`src/rtl/npu_pkg.sv`:
```
// ---------------------------------------------------------------------------
// npu_pkg
// Shared definitions for the NPU core sequencer slice: sequencer state
// encoding and the default geometry/latency constants of the 18-output core.
// No ports (package).
// ---------------------------------------------------------------------------
package npu_pkg;

    // Output channels per core; one accumulator restart bit per channel.
    localparam int NPU_OUT_NUM   = 18;
    // Beats-per-pixel and pixel counter widths.
    localparam int ACC_CNT_WIDTH = 10;
    localparam int PIX_CNT_WIDTH = 16;
    // Cycles from beat issue to that beat's partial sum at the accumulator.
    localparam int ACC_ALIGN     = 11;
    // Cycles from last-beat issue to clipped data valid on the core output.
    localparam int OUT_LATENCY   = 14;

    typedef enum logic [1:0] {
        ST_IDLE  = 2'd0,
        ST_RUN   = 2'd1,
        ST_DRAIN = 2'd2,
        ST_DONE  = 2'd3
    } seq_state_t;

endpackage

```
`src/rtl/npu_delay_line.sv`:
```
// ---------------------------------------------------------------------------
// npu_delay_line
// Fixed-depth shift register with synchronous reset. Bit 0 of each word is a
// flag; any_set reports whether any stage currently holds a set flag.
// A word presented on din appears on dout exactly DEPTH cycles later.
//
// Ports:
//   clk      in   1      clock
//   rst      in   1      synchronous active-high reset (flushes all stages)
//   din      in   WIDTH  word entering the line (bit 0 = flag)
//   dout     out  WIDTH  word leaving the line (last stage)
//   any_set  out  1      OR of the flag bit across all stages
// ---------------------------------------------------------------------------
module npu_delay_line #(
    parameter int WIDTH = 1,
    parameter int DEPTH = 1
) (
    input  logic             clk,
    input  logic             rst,
    input  logic [WIDTH-1:0] din,
    output logic [WIDTH-1:0] dout,
    output logic             any_set
);

    logic [DEPTH-1:0][WIDTH-1:0] stage_reg;
    logic [DEPTH-1:0]            flag_vec;

    always_ff @(posedge clk) begin
        if (rst) begin
            stage_reg <= '0;
        end else begin
            stage_reg[0] <= din;
            for (int i = 1; i < DEPTH; i++) begin
                stage_reg[i] <= stage_reg[i-1];
            end
        end
    end

    genvar gi;
    generate
        for (gi = 0; gi < DEPTH; gi++) begin : g_flag
            assign flag_vec[gi] = stage_reg[gi][0];
        end
    endgenerate

    assign dout    = stage_reg[DEPTH-1];
    assign any_set = |flag_vec;

endmodule

```
`src/rtl/npu_core_sequencer.sv`:
```
// ---------------------------------------------------------------------------
// npu_core_sequencer
// Sequences one convolution layer through the NPU core. Feature and weight
// streams are joined into beats (both valid in the same cycle). Beats are
// counted per output pixel; the first beat of a pixel gates bias in and, after
// ACC_ALIGN cycles, restarts the accumulators. The last beat of a pixel, with
// its index, is delayed OUT_LATENCY cycles to flag finished output data.
//
// Ports:
//   clk, rst                 clock, synchronous active-high reset
//   cfg_start                start pulse (accepted in IDLE only)
//   cfg_acc_len              beats per output pixel (0 treated as 1)
//   cfg_pix_num              output pixels in the layer
//   cfg_scale                requantisation right-shift, latched on start
//   feat_valid/feat_ready    feature stream handshake
//   wgt_valid/wgt_ready      weight stream handshake
//   npu_data_valid           core data-valid (= beat)
//   npu_weight_valid         core weight-valid (= beat)
//   npu_bias_en              bias passes on the first beat of a pixel
//   npu_adder_rst            accumulator restart, all bits identical
//   npu_scale                latched cfg_scale
//   out_valid, out_pix_idx   finished pixel strobe and its index
//   busy                     sequencer not idle
//   done                     one-cycle layer-complete pulse
// ---------------------------------------------------------------------------
module npu_core_sequencer #(
    parameter int NPU_OUT_NUM   = npu_pkg::NPU_OUT_NUM,
    parameter int ACC_CNT_WIDTH = npu_pkg::ACC_CNT_WIDTH,
    parameter int PIX_CNT_WIDTH = npu_pkg::PIX_CNT_WIDTH,
    parameter int ACC_ALIGN     = npu_pkg::ACC_ALIGN,
    parameter int OUT_LATENCY   = npu_pkg::OUT_LATENCY
) (
    input  logic                     clk,
    input  logic                     rst,
    input  logic                     cfg_start,
    input  logic [ACC_CNT_WIDTH-1:0] cfg_acc_len,
    input  logic [PIX_CNT_WIDTH-1:0] cfg_pix_num,
    input  logic [3:0]               cfg_scale,
    input  logic                     feat_valid,
    output logic                     feat_ready,
    input  logic                     wgt_valid,
    output logic                     wgt_ready,
    output logic                     npu_data_valid,
    output logic                     npu_weight_valid,
    output logic                     npu_bias_en,
    output logic [NPU_OUT_NUM-1:0]   npu_adder_rst,
    output logic [3:0]               npu_scale,
    output logic                     out_valid,
    output logic [PIX_CNT_WIDTH-1:0] out_pix_idx,
    output logic                     busy,
    output logic                     done
);

    import npu_pkg::*;

    localparam logic [ACC_CNT_WIDTH-1:0] ACC_ONE = ACC_CNT_WIDTH'(1);
    localparam logic [PIX_CNT_WIDTH-1:0] PIX_ONE = PIX_CNT_WIDTH'(1);

    seq_state_t                 state_reg;
    logic [ACC_CNT_WIDTH-1:0]   acc_len_reg;
    logic [ACC_CNT_WIDTH-1:0]   acc_cnt_reg;
    logic [PIX_CNT_WIDTH-1:0]   pix_num_reg;
    logic [PIX_CNT_WIDTH-1:0]   pix_cnt_reg;
    logic [3:0]                 scale_reg;
    logic                       busy_reg;
    logic                       done_reg;

    logic                       beat;
    logic                       first_beat;
    logic                       last_beat;
    logic                       last_pix;

    logic                       first_tail;
    logic                       first_any;
    logic [PIX_CNT_WIDTH:0]     out_din;
    logic [PIX_CNT_WIDTH:0]     out_dout;
    logic                       out_any;

    // Joint handshake: both streams are accepted together or not at all.
    assign beat       = (state_reg == ST_RUN) & feat_valid & wgt_valid;
    assign first_beat = beat & (acc_cnt_reg == '0);
    assign last_beat  = beat & (acc_cnt_reg == acc_len_reg - ACC_ONE);
    assign last_pix   = (pix_cnt_reg == pix_num_reg - PIX_ONE);

    assign feat_ready       = beat;
    assign wgt_ready        = beat;
    assign npu_data_valid   = beat;
    assign npu_weight_valid = beat;
    assign npu_bias_en      = first_beat;

    // First-beat flag, aligned to the partial sum reaching the accumulator.
    npu_delay_line #(
        .WIDTH (1),
        .DEPTH (ACC_ALIGN)
    ) u_first_line (
        .clk     (clk),
        .rst     (rst),
        .din     (first_beat),
        .dout    (first_tail),
        .any_set (first_any)
    );

    // Last-beat flag in bit 0, pixel index above it. Idle slots carry zero so
    // the index output stays quiet between strobes.
    assign out_din = last_beat ? {pix_cnt_reg, 1'b1} : '0;

    npu_delay_line #(
        .WIDTH (PIX_CNT_WIDTH + 1),
        .DEPTH (OUT_LATENCY)
    ) u_out_line (
        .clk     (clk),
        .rst     (rst),
        .din     (out_din),
        .dout    (out_dout),
        .any_set (out_any)
    );

    assign npu_adder_rst = {NPU_OUT_NUM{first_tail}};
    assign out_valid     = out_dout[0];
    assign out_pix_idx   = out_dout[PIX_CNT_WIDTH:1];
    assign npu_scale     = scale_reg;
    assign busy          = busy_reg;
    assign done          = done_reg;

    always_ff @(posedge clk) begin
        if (rst) begin
            state_reg   <= ST_IDLE;
            acc_len_reg <= '0;
            acc_cnt_reg <= '0;
            pix_num_reg <= '0;
            pix_cnt_reg <= '0;
            scale_reg   <= '0;
            busy_reg    <= 1'b0;
            done_reg    <= 1'b0;
        end else begin
            done_reg <= 1'b0;
            unique case (state_reg)
                ST_IDLE: begin
                    if (cfg_start) begin
                        acc_len_reg <= (cfg_acc_len == '0) ? ACC_ONE : cfg_acc_len;
                        pix_num_reg <= cfg_pix_num;
                        scale_reg   <= cfg_scale;
                        acc_cnt_reg <= '0;
                        pix_cnt_reg <= '0;
                        busy_reg    <= 1'b1;
                        if (cfg_pix_num == '0) begin
                            state_reg <= ST_DONE;
                            done_reg  <= 1'b1;
                        end else begin
                            state_reg <= ST_RUN;
                        end
                    end
                end
                ST_RUN: begin
                    // Bubbles hold the counters; only beats advance them.
                    if (beat) begin
                        if (last_beat) begin
                            acc_cnt_reg <= '0;
                            pix_cnt_reg <= pix_cnt_reg + PIX_ONE;
                            if (last_pix) begin
                                state_reg <= ST_DRAIN;
                            end
                        end else begin
                            acc_cnt_reg <= acc_cnt_reg + ACC_ONE;
                        end
                    end
                end
                ST_DRAIN: begin
                    // The restart line always empties before the output line
                    // (shorter delay, earlier entry); waiting on both keeps
                    // DONE from being reported while any core control is
                    // still in flight.
                    if (!out_any && !first_any) begin
                        state_reg <= ST_DONE;
                        done_reg  <= 1'b1;
                    end
                end
                ST_DONE: begin
                    state_reg <= ST_IDLE;
                    busy_reg  <= 1'b0;
                end
                default: begin
                    state_reg <= ST_IDLE;
                end
            endcase
        end
    end

endmodule

```
`config.mk`:
```
export PLATFORM = sky130hd
export DESIGN_NAME = npu_core_sequencer
export DESIGN_NICKNAME = d
export VERILOG_FILES = /design/src/rtl/npu_pkg.sv /design/src/rtl/npu_delay_line.sv /design/src/rtl/npu_core_sequencer.sv
export SDC_FILE = /design/constraint.sdc
export NUM_CORES = 1
export LEC_CHECK = 0
export BUFFER_PORTS_ARGS = -buffer_cell sky130_fd_sc_hd__buf_2
export CAP_MARGIN = 40
export CORE_MARGIN = 5
export CORE_UTILIZATION = 41
export DETAILED_ROUTE_END_ITERATION = 12
export PLACE_DENSITY = 0.65
export SYNTH_ARGS = -nofsm -noshare
export SYNTH_HDL_FRONTEND = slang
export SYNTH_HIERARCHICAL = 1
export SYNTH_SLANG_ARGS = --single-unit
```
`constraint.sdc`:
```
create_clock -name clk -period 6 [get_ports clk]
set_input_delay 0.9 -clock clk [delete_from_list [all_inputs] [get_ports clk]]
set_output_delay 0.9 -clock clk [all_outputs]
set_load 0.005 [all_outputs]
```
==> results.cfg, run 1 <==
[floorplan]
die_x_um = 171
dieArea_um2 = 29200
start_util_pct = 41.9
core_um2 = 25300
num_rows = 58
io_pins = 81
die_y_um = 171

[placed_design]
dp_hpwl_mm = 9.95
pre_cts_ws_ns = 2.74
gp_congestion = 0.813
port_buffers = 80

[synthesis]
yosys-top-cells-area = dfxtp_1 58%, nor2b_1 15%, buf_4 2.9%
yosys.area.top_type_share_pct = 58.4
synth.avg_cell_area_um2 = 10.3
yosys.area.top_type = dfxtp_1
synth.net_count = 1071
syn_area_um2 = 10600
yosysWarnings = 6
synth_most_common_cell = dfxtp_1
ys_seq_area_share_pct = 58.4
synth_edf_count = 0
synth_top_flop_cell = dfxtp_1
ys_ff_latch = 309
synth.top_cells.by_count = 309 x dfxtp_1, 251 x nor2b_1, 78 x nand2_1
ys_async_sr_fraction_pct = 0
synth_cell_type_count = 59
synthCells = 1027

[critical_path]
endpoint_kind = register
worstPathArrival_ns = 3.61
cp_cell_sequence = inv_1 > ha_1 > xor2_1 > nor4_1 > nor3_1 > a2111oi_4 > buf_4 > o21a_1 > nand2_1 > or3_1 > a21oi_1
required_ns = 6.46
worstRegToRegCells = 11
cp-start-kind = register
cp_max_fo = 20
r2r_start = acc_len_reg[0]
critical-path-top-delay-family = simple AND/OR/NAND/NOR gates
worst-r2r-setup-slack_ns = 2.85
slowest_delay_ns = 0.41
r2r_end = pix_cnt_reg[5]
cpMaxStageDelayCell = dfxtp_1
crit_type = register to register
cp_num_buf_inv = 2

[finish]
drive_above_1_share_pct = 13.8
nFillCells = 2303
antenna_cells = 0
fin_nets = 1101
largest_reg_flops = 208
syn_to_final_growth_pct = 13.3
multi_input_area_um2 = 3840
seqCellArea_um2 = 6190

[global_route]
grt_overflow = 0
grt_use_total_pct = 10.4
grt_pass1_vias = 5504
grt_max_degree = 128
antenna_found_initial = 0
grt_pass1_wl_mm = 26.1

[detailed_routing]
dr.pass1.iters = 4
via_per_inst = 4.54
vias = 6395
wl_per_cell_um = 11.1
wirelength_met1_mm = 7.39
met3RoutedLength_um = 813
ant_nets = 0
drt_iter0_markers = 351
drc = 0
routed-wl-met2_mm = 7.06
dr.max_layer_used = met4
routed_wl_mm = 15.6

[clock_network]
clkLatencyLatePin_ns = 0.55
post_cts_resized = 0
root_buffer = clkbuf_16
cts_max_level = 1
cts.sinks = 309
cts_buffer_depth = 3
ctsHoldBuffers = 0
post_cts_buffers = 0
cts_tree = yes
cts_buffers = 30
cts.clk_slew.worst_paths_ns = 0.06

[sta]
holdWs_ns = 0.419
worst_slew_margin_rel_pct = 64.5
rsz0062_at_grt = false
period_share_pct = 52.5
setup_violations = 0
skew_ns = 0.0136
tns_ns = 0
max_freq_mhz = 317
setup_ws_ns = 2.85
slew_viol_final = 0
worstMarginPinSlew_ns = 0.533
period_needed_ns = 3.15
finalHoldViolCount = 0

[worst_hold_path]
holdPathStages = 1
holdPathEnd = u_out_line/stage_reg[99]
worst_hold_startpoint = u_out_line/stage_reg[82]
hold_class = register to register

[flow_run]
maxCapViolCount = 0

[power_and_ir_drop]
pwr_density_cell_nw_per_um2 = 387
ir_worst_vdd_mv = 0.253
leakagePower_uw = 0.00480

[outcome]
status = finished clean
-- layout make-up --
type	count	area share (%)
clock buffers	43	7.08
clock inverters	10	1.35
inverters	15	0.469
multi-input cells	616	32.0
flip-flops and latches	309	51.5
well taps	330	3.44
repair buffers	85	4.16
-- cell families after synthesis --
family | share of synthesized area (%)
compound gates | 4.30
xor+xnor | 4.05
mux | 0.484
buf+inv | 5.43
simple gates | 26.3
fa+ha+maj | 1.06
flops | 58.4
-- through the flow --
step | total power (uW) | instances | instance area (um2) | util (%)
final | 4650 | 1408 | 12000 | 47.4
after global routing | 4890 | 1408 | 12000 | 47.4
after CTS | 4710 | 1408 | 12000 | 47.4
after detailed placement | 2830 | 1355 | 11000 | 43.4
after global placement | 2800 | 1353 | 10900 | 43.2
after floorplan | 2700 | 1027 | 10600 | -
-- cells in the final DEF, fill, tap and decap left out, drive strengths merged, types with 3 or more instances in the layout --
cell / count
dfxtp: 309
nor2b: 252
buf: 84
nand2: 78
clkbuf: 44
nor2: 43
a21oi: 37
xnor2: 25
xor2: 24
and2: 19
nand3: 17
nor4: 16
inv: 15
nor3: 13
nand4: 11
and3: 10
ha: 9
o21ai: 6
clkinv: 5
or2: 4
nor3b: 4
mux2i: 4
or3: 4
o211ai: 3
a31oi: 3
nand4b: 3
nand3b: 3
a221oi: 3
bufinv: 3
o31ai: 3
-- metal layers --
metal	up-vias	track usage (%)
met5	-	0
met4	0	3.09
met3	35	2.47
met2	121	16.6
met1	2926	14.1
li1	3313	-
-- report_power, final --
| group | internal, uW | switching (uW) | leakage (uW) | total [uW] |
|---|---|---|---|---|
| Clock | 1120 | 742 | 0.000485 | 1860 |
| Combinational | 251 | 365 | 0.00183 | 616 |
| Sequential | 2110 | 65.3 | 0.00249 | 2170 |
| Total | 3470 | 1170 | 0.00480 | 4650 |
-- worst max path at each step --
stage | start | slack, ns | cells after the start | endpoint
after CTS | acc_len_reg[2] | 2.84 | 9 | pix_cnt_reg[5]
after global placement | wgt_valid | 2.93 | 10 | pix_cnt_reg[5]
after global routing | acc_len_reg[2] | 2.56 | 9 | pix_cnt_reg[7]
final | acc_len_reg[0] | 2.85 | 11 | pix_cnt_reg[5]
after detailed placement | feat_valid | 2.74 | 10 | pix_cnt_reg[5]
after floorplan | wgt_valid | 3.41 | 9 | pix_cnt_reg[15]
(Power assumes the default switching activity.)
==> inputs of run 2 (changes only) <==
--- a/config.mk
+++ b/config.mk
@@ -10,7 +10,7 @@
 export CORE_MARGIN = 5
 export CORE_UTILIZATION = 41
 export DETAILED_ROUTE_END_ITERATION = 12
-export PLACE_DENSITY = 0.65
+export PLACE_DENSITY = 0.67
 export SYNTH_ARGS = -nofsm -noshare
 export SYNTH_HDL_FRONTEND = slang
 export SYNTH_HIERARCHICAL = 1
==> constraint.sdc (replaced) <==
create_clock -name clk -period 2.66 [get_ports clk]
set_input_delay 0.399 -clock clk [delete_from_list [all_inputs] [get_ports clk]]
set_output_delay 0.399 -clock clk [all_outputs]
set_load 0.005 [all_outputs]
==> run 2 against run 1 <==
Effect of this change: the run now ends with negative setup slack left; clock skew fell by 0.00061 ns; sequential power grew 130%; highest routed layer unchanged; first-iteration DRC count shrank 5.4%; core utilization increased by 0.78 points; clock power is 120% higher; via count is 1.1% higher; sequential cell count did not move; final cell count increased by 1.5%; combinational power grew to 2.6 times the previous value; routed wire length up 3.8%; design area increased by 1.6%; critical path depth is 2 lower.
==> results.cfg, run 2 (same netlist as run 1, synthesis figures left out) <==
[finish]
final_common_cell = dfxtp_1
drive_above_1_share_pct = 16.9
largest_reg_flops = 208
fin_nets = 1122
layout_common_cells = 306 x dfxtp_1, 251 x nor2b_1, 79 x buf_2
nFillCells = 2351
stdcell_count = 1429
antenna_cells = 0
syn_to_final_growth_pct = 15.1

[sta]
worst_slew_margin_rel_pct = 65.3
finalHoldViolCount = 0
period_share_pct = 100
period_needed_ns = 2.66
slew_viol_final = 0
setup_violations = 2
rsz0062_at_grt = true
max_freq_mhz = 376
skew_ns = 0.0130
setup_ws_ns = -0.00174
worstMarginPinSlew_ns = 0.521

[critical_path]
worstRegToRegCells = 9
r2r_end = pix_cnt_reg[9]
cp_cell_sequence = buf_4 > nor4_2 > a21oi_1 > or4b_4 > a2111oi_4 > buf_4 > o2111ai_4 > or3_1 > a21oi_1
r2r_start = acc_len_reg[2]
cp-start-kind = register
cp_max_fo = 8
slowest_delay_ns = 0.55
crit_type = register to register
endpoint_kind = register
worstPathArrival_ns = 3.13
required_ns = 3.13
worst-r2r-setup-slack_ns = -0.002
cpMaxStageDelayCell = or4b_4

[detailed_routing]
routed_wl_mm = 16.2
via_per_inst = 4.53
vias = 6468
wl_per_cell_um = 11.4
drt_iter0_markers = 332
dr.pass1.iters = 5
ant_nets = 0
drc = 0

[placed_design]
dp_hpwl_mm = 10.3
gp_congestion = 0.833
dp_cells = 1374
pre_cts_ws_ns = -0.0668
port_buffers = 80

[floorplan]
die_x_um = 171
num_rows = 58
core_um2 = 25300
io_pins = 81
die_y_um = 171
dieArea_um2 = 29200
start_util_pct = 41.9

[outcome]
status = finished with violations
violations = negative setup slack

[worst_hold_path]
hold_class = primary input to register
worst_hold_startpoint = cfg_scale[1]
holdPathEnd = npu_scale[1]
holdPathStages = 3

[global_route]
antenna_found_initial = 0
grt_pass1_vias = 5927
grt_pass1_wl_mm = 26.9
grt_use_total_pct = 10.7
grt_overflow = 0
grt_max_degree = 121

[flow_run]
maxCapViolCount = 0

[clock_network]
cts_tree = yes
cts_buffers = 30
ctsHoldBuffers = 0
clkLatencyLatePin_ns = 0.55
cts_buffer_depth = 3
cts_max_level = 1
cts.clk_slew.worst_paths_ns = 0.06
cts.sinks = 309
root_buffer = clkbuf_16

[power_and_ir_drop]
ir_worst_vdd_mv = 0.574
pwr_density_cell_nw_per_um2 = 870
leakagePower_uw = 0.00491
## run 2: area by class of cell
cell class	count	area [um2]	area share, %
Sequential cell	309	6190	50.7
Timing Repair Buffer	106	629	5.16
Inverter	15	56.3	0.461
Clock inverter	10	134	1.10
Multi-Input combinational cell	616	3910	32.0
Tap cell	330	413	3.38
Clock buffer	43	870	7.13
## run 2: worst max path at each step
| stage | start | to | slack [ns] | cells after the start |
|---|---|---|---|---|
| 2_1_floorplan | acc_len_reg[2] | pix_cnt_reg[15] | 0.1 | 9 |
| 6_report | acc_len_reg[2] | pix_cnt_reg[9] | -0.002 | 9 |
| 3_3_place_gp | acc_len_reg[2] | pix_cnt_reg[15] | -0.03 | 9 |
| 4_1_cts | acc_len_reg[2] | pix_cnt_reg[9] | -0.02 | 8 |
| 5_1_grt | acc_len_reg[2] | pix_cnt_reg[9] | -0.14 | 9 |
| 3_5_place_dp | acc_len_reg[2] | pix_cnt_reg[11] | -0.07 | 9 |
## run 2: layer usage
metal  GRT usage, %  routed length, um  vias to the layer above
met1           13.7               7460                     2949
li1               -                  -                     3356
met2           17.6               7490                      129
met3           2.47                842                       34
met4           3.85                429                        0
met5              0                  0                        -
## run 2: stage by stage
| step | utilization [%] | TNS [ns] | hold slack [ns] | total power, uW | instance area [um2] |
|---|---|---|---|---|---|
| after floorplan | - | 0 | 0.414 | 6080 | 10600 |
| after global placement | 43.9 | -0.0311 | 0.415 | 6450 | 11100 |
| after detailed placement | 43.9 | -0.305 | 0.420 | 6480 | 11100 |
| after CTS | 48.0 | -0.0279 | 0.0718 | 10700 | 12200 |
| after global routing | 48.2 | -1.68 | 0.0745 | 11100 | 12200 |
| final | 48.2 | -0.00283 | 0.0914 | 10600 | 12200 |
## run 2: critical path, delay by kind of cell, from the launching register on
kind                   cells  cell delay, ns
and+or+nand+nor            3            1.22
AOI/OAI and AO/OA          4            0.66
DFF                        1            0.36
buffers and inverters      2            0.35
## run 2: what timing repair did
item | 4_1_cts | 5_1_grt
endpoints found under the hold margin | 0 | 0
endpoints found under the setup margin | 10 | 26
buffers inserted | 1 | 1
cloned | 0 | 0
pin swaps | 10 | 10
resized for setup | 10 | 7
## run 2: where the power goes
part	switching [uW]	internal, uW
Clock	1690	2470
Sequential	135	4750
Combinational	890	686
Total	2710	7910
==> inputs of run 3 (changes only) <==
--- a/config.mk
+++ b/config.mk
@@ -7,9 +7,10 @@
 export LEC_CHECK = 0
 export BUFFER_PORTS_ARGS = -buffer_cell sky130_fd_sc_hd__buf_2
 export CAP_MARGIN = 40
-export CORE_MARGIN = 5
+export CORE_MARGIN = 2
 export CORE_UTILIZATION = 41
 export DETAILED_ROUTE_END_ITERATION = 12
+export MAX_ROUTING_LAYER = met4
 export PLACE_DENSITY = 0.67
 export SYNTH_ARGS = -nofsm -noshare
 export SYNTH_HDL_FRONTEND = slang
==> run 3 against run 2 <==
Effect of this change: the run still ends with negative setup slack left; sequential share of layout area decreased by 0.22 points; design area increased by 0.44%; register-to-register slack about the same; clock-buffer cell count decreased by 1; largest cell class unchanged.
==> results.cfg, run 3 (same netlist as run 1, synthesis figures left out) <==
[detailed_routing]
ant_nets = 0
dr.pass1.iters = 5
via_per_inst = 4.50
vias = 6429
drt_iter0_markers = 347
wl_per_cell_um = 11.0
routed_wl_mm = 15.8
drc = 0

[outcome]
status = finished with violations
violations = negative setup slack

[clock_network]
root_buffer = clkbuf_16
ctsHoldBuffers = 0
cts_buffer_depth = 3
cts.clk_slew.worst_paths_ns = 0.06
clkLatencyLatePin_ns = 0.54
cts_buffers = 30
cts.sinks = 309
cts_tree = yes
cts_max_level = 1

[sta]
worst_slew_margin_rel_pct = 64.1
skew_ns = 0.0149
tns_ns = -0.00874
worstMarginPinSlew_ns = 0.539
period_share_pct = 100
setup_ws_ns = -0.00874
max_freq_mhz = 375
slew_viol_final = 0
rsz0062_at_grt = true
setup_violations = 1
holdWs_ns = 0.104
finalHoldViolCount = 0
period_needed_ns = 2.67

[critical_path]
worstRegToRegCells = 9
worstPathArrival_ns = 3.13
endpoint_kind = register
cp_num_buf_inv = 1
worst-r2r-setup-slack_ns = -0.009
cp_num_cells = 9
required_ns = 3.12
cp_max_fo = 5
r2r_end = pix_cnt_reg[7]
slowest_delay_ns = 0.55
crit_start = acc_len_reg[2]
critical-path-top-delay-family = simple AND/OR/NAND/NOR gates
crit_type = register to register
cp_cell_sequence = or4_4 > o31ai_4 > a32oi_2 > a2111oi_4 > buf_4 > o21a_1 > nand2_1 > or3_1 > a21oi_1
r2r_start = acc_len_reg[2]
crit_path_end = pix_cnt_reg[7]
cp-start-kind = register
cpMaxStageDelayCell = or4_4

[finish]
final_common_cell = dfxtp_1
layout_common_cells = 306 x dfxtp_1, 251 x nor2b_1, 79 x buf_2
fin_area_um2 = 12300
nFillCells = 2287
post-route-util_pct = 48.5
fin_nets = 1121
drive_above_1_share_pct = 16.9
syn_to_final_growth_pct = 15.6
antenna_cells = 0
seqCellArea_um2 = 6190
largest_reg_flops = 208
multi_input_area_um2 = 3920

[placed_design]
port_buffers = 80
gp_congestion = 0.847
dp_hpwl_mm = 9.95
dpl_cell_area_um2 = 11100

[power_and_ir_drop]
leakagePower_uw = 0.00495
pwr_density_cell_nw_per_um2 = 885
finalPower_uw = 10800
ir_worst_vdd_mv = 0.593

[flow_run]
maxCapViolCount = 0

[floorplan]
dieArea_um2 = 27200
num_rows = 58
io_pins = 81
die_y_um = 165
core_um2 = 25300
start_util_pct = 42.0
die_x_um = 165

[global_route]
grt_overflow = 0
grt_use_total_pct = 11.6
grt_pass1_wl_mm = 25.8
grt_max_degree = 123
grt_pass1_vias = 5764
antenna_found_initial = 0

[worst_hold_path]
hold_class = primary input to register
holdPathStages = 3
run 3: area by class of cell:
class	count	share of cell area (%)
sequential	309	50.5
inverter	15	0.459
multi-input combinational	616	31.9
tap	330	3.37
clock inverter	12	1.57
clock buffer	42	7.15
timing repair buffer	105	5.00
run 3: tightest hold or removal path: cells and delay by family:
family	cells	cell delay [ns]
AOI/OAI and AO/OA	1	0.05
buffers and inverters	1	0.10
and+or+nand+nor	1	0.05
run 3: through the flow:
| stage | worst slack (ns) | instances |
|---|---|---|
| floorplan | 0.0994 | 1027 |
| global placement | -0.0603 | 1374 |
| detailed placement | -0.0587 | 1374 |
| CTS | 0.00886 | 1428 |
| global route | -0.0995 | 1429 |
| finish | -0.00874 | 1429 |
run 3: per-layer routing:
| layer | global-route usage [%] | vias up | routed length [um] |
|---|---|---|---|
| met2 | 18.7 | 116 | 7290 |
| met1 | 14.5 | 2930 | 7390 |
| met3 | 2.49 | 29 | 767 |
| met5 | - | - | 0 |
| li1 | - | 3354 | - |
| met4 | 3.91 | 0 | 331 |
run 3: worst min path at each step:
stage | from | endpoint | slack, ns
floorplan | u_out_line/stage_reg[214] | u_out_line/dout[10] | 0.41
global placement | u_out_line/stage_reg[72] | u_out_line/stage_reg[89] | 0.42
detailed placement | u_out_line/stage_reg[201] | u_out_line/stage_reg[218] | 0.42
CTS | cfg_acc_len[1] | acc_len_reg[1] | 0.08
global route | cfg_scale[0] | npu_scale[0] | 0.09
finish | cfg_scale[2] | npu_scale[2] | 0.10
run 3: repair_timing:
item                                    CTS  global route
gates resized for setup                   9             8
buffers inserted                          0             1
endpoints found under the setup margin   13            17
pin swaps                                 3             4
gates cloned                              0             0
run 3: report_power, final:
| group | switching [uW] | internal, uW |
|---|---|---|
| registers | 144 | 4750 |
| logic | 889 | 687 |
| clock network | 1680 | 2690 |
| total | 2720 | 8130 |
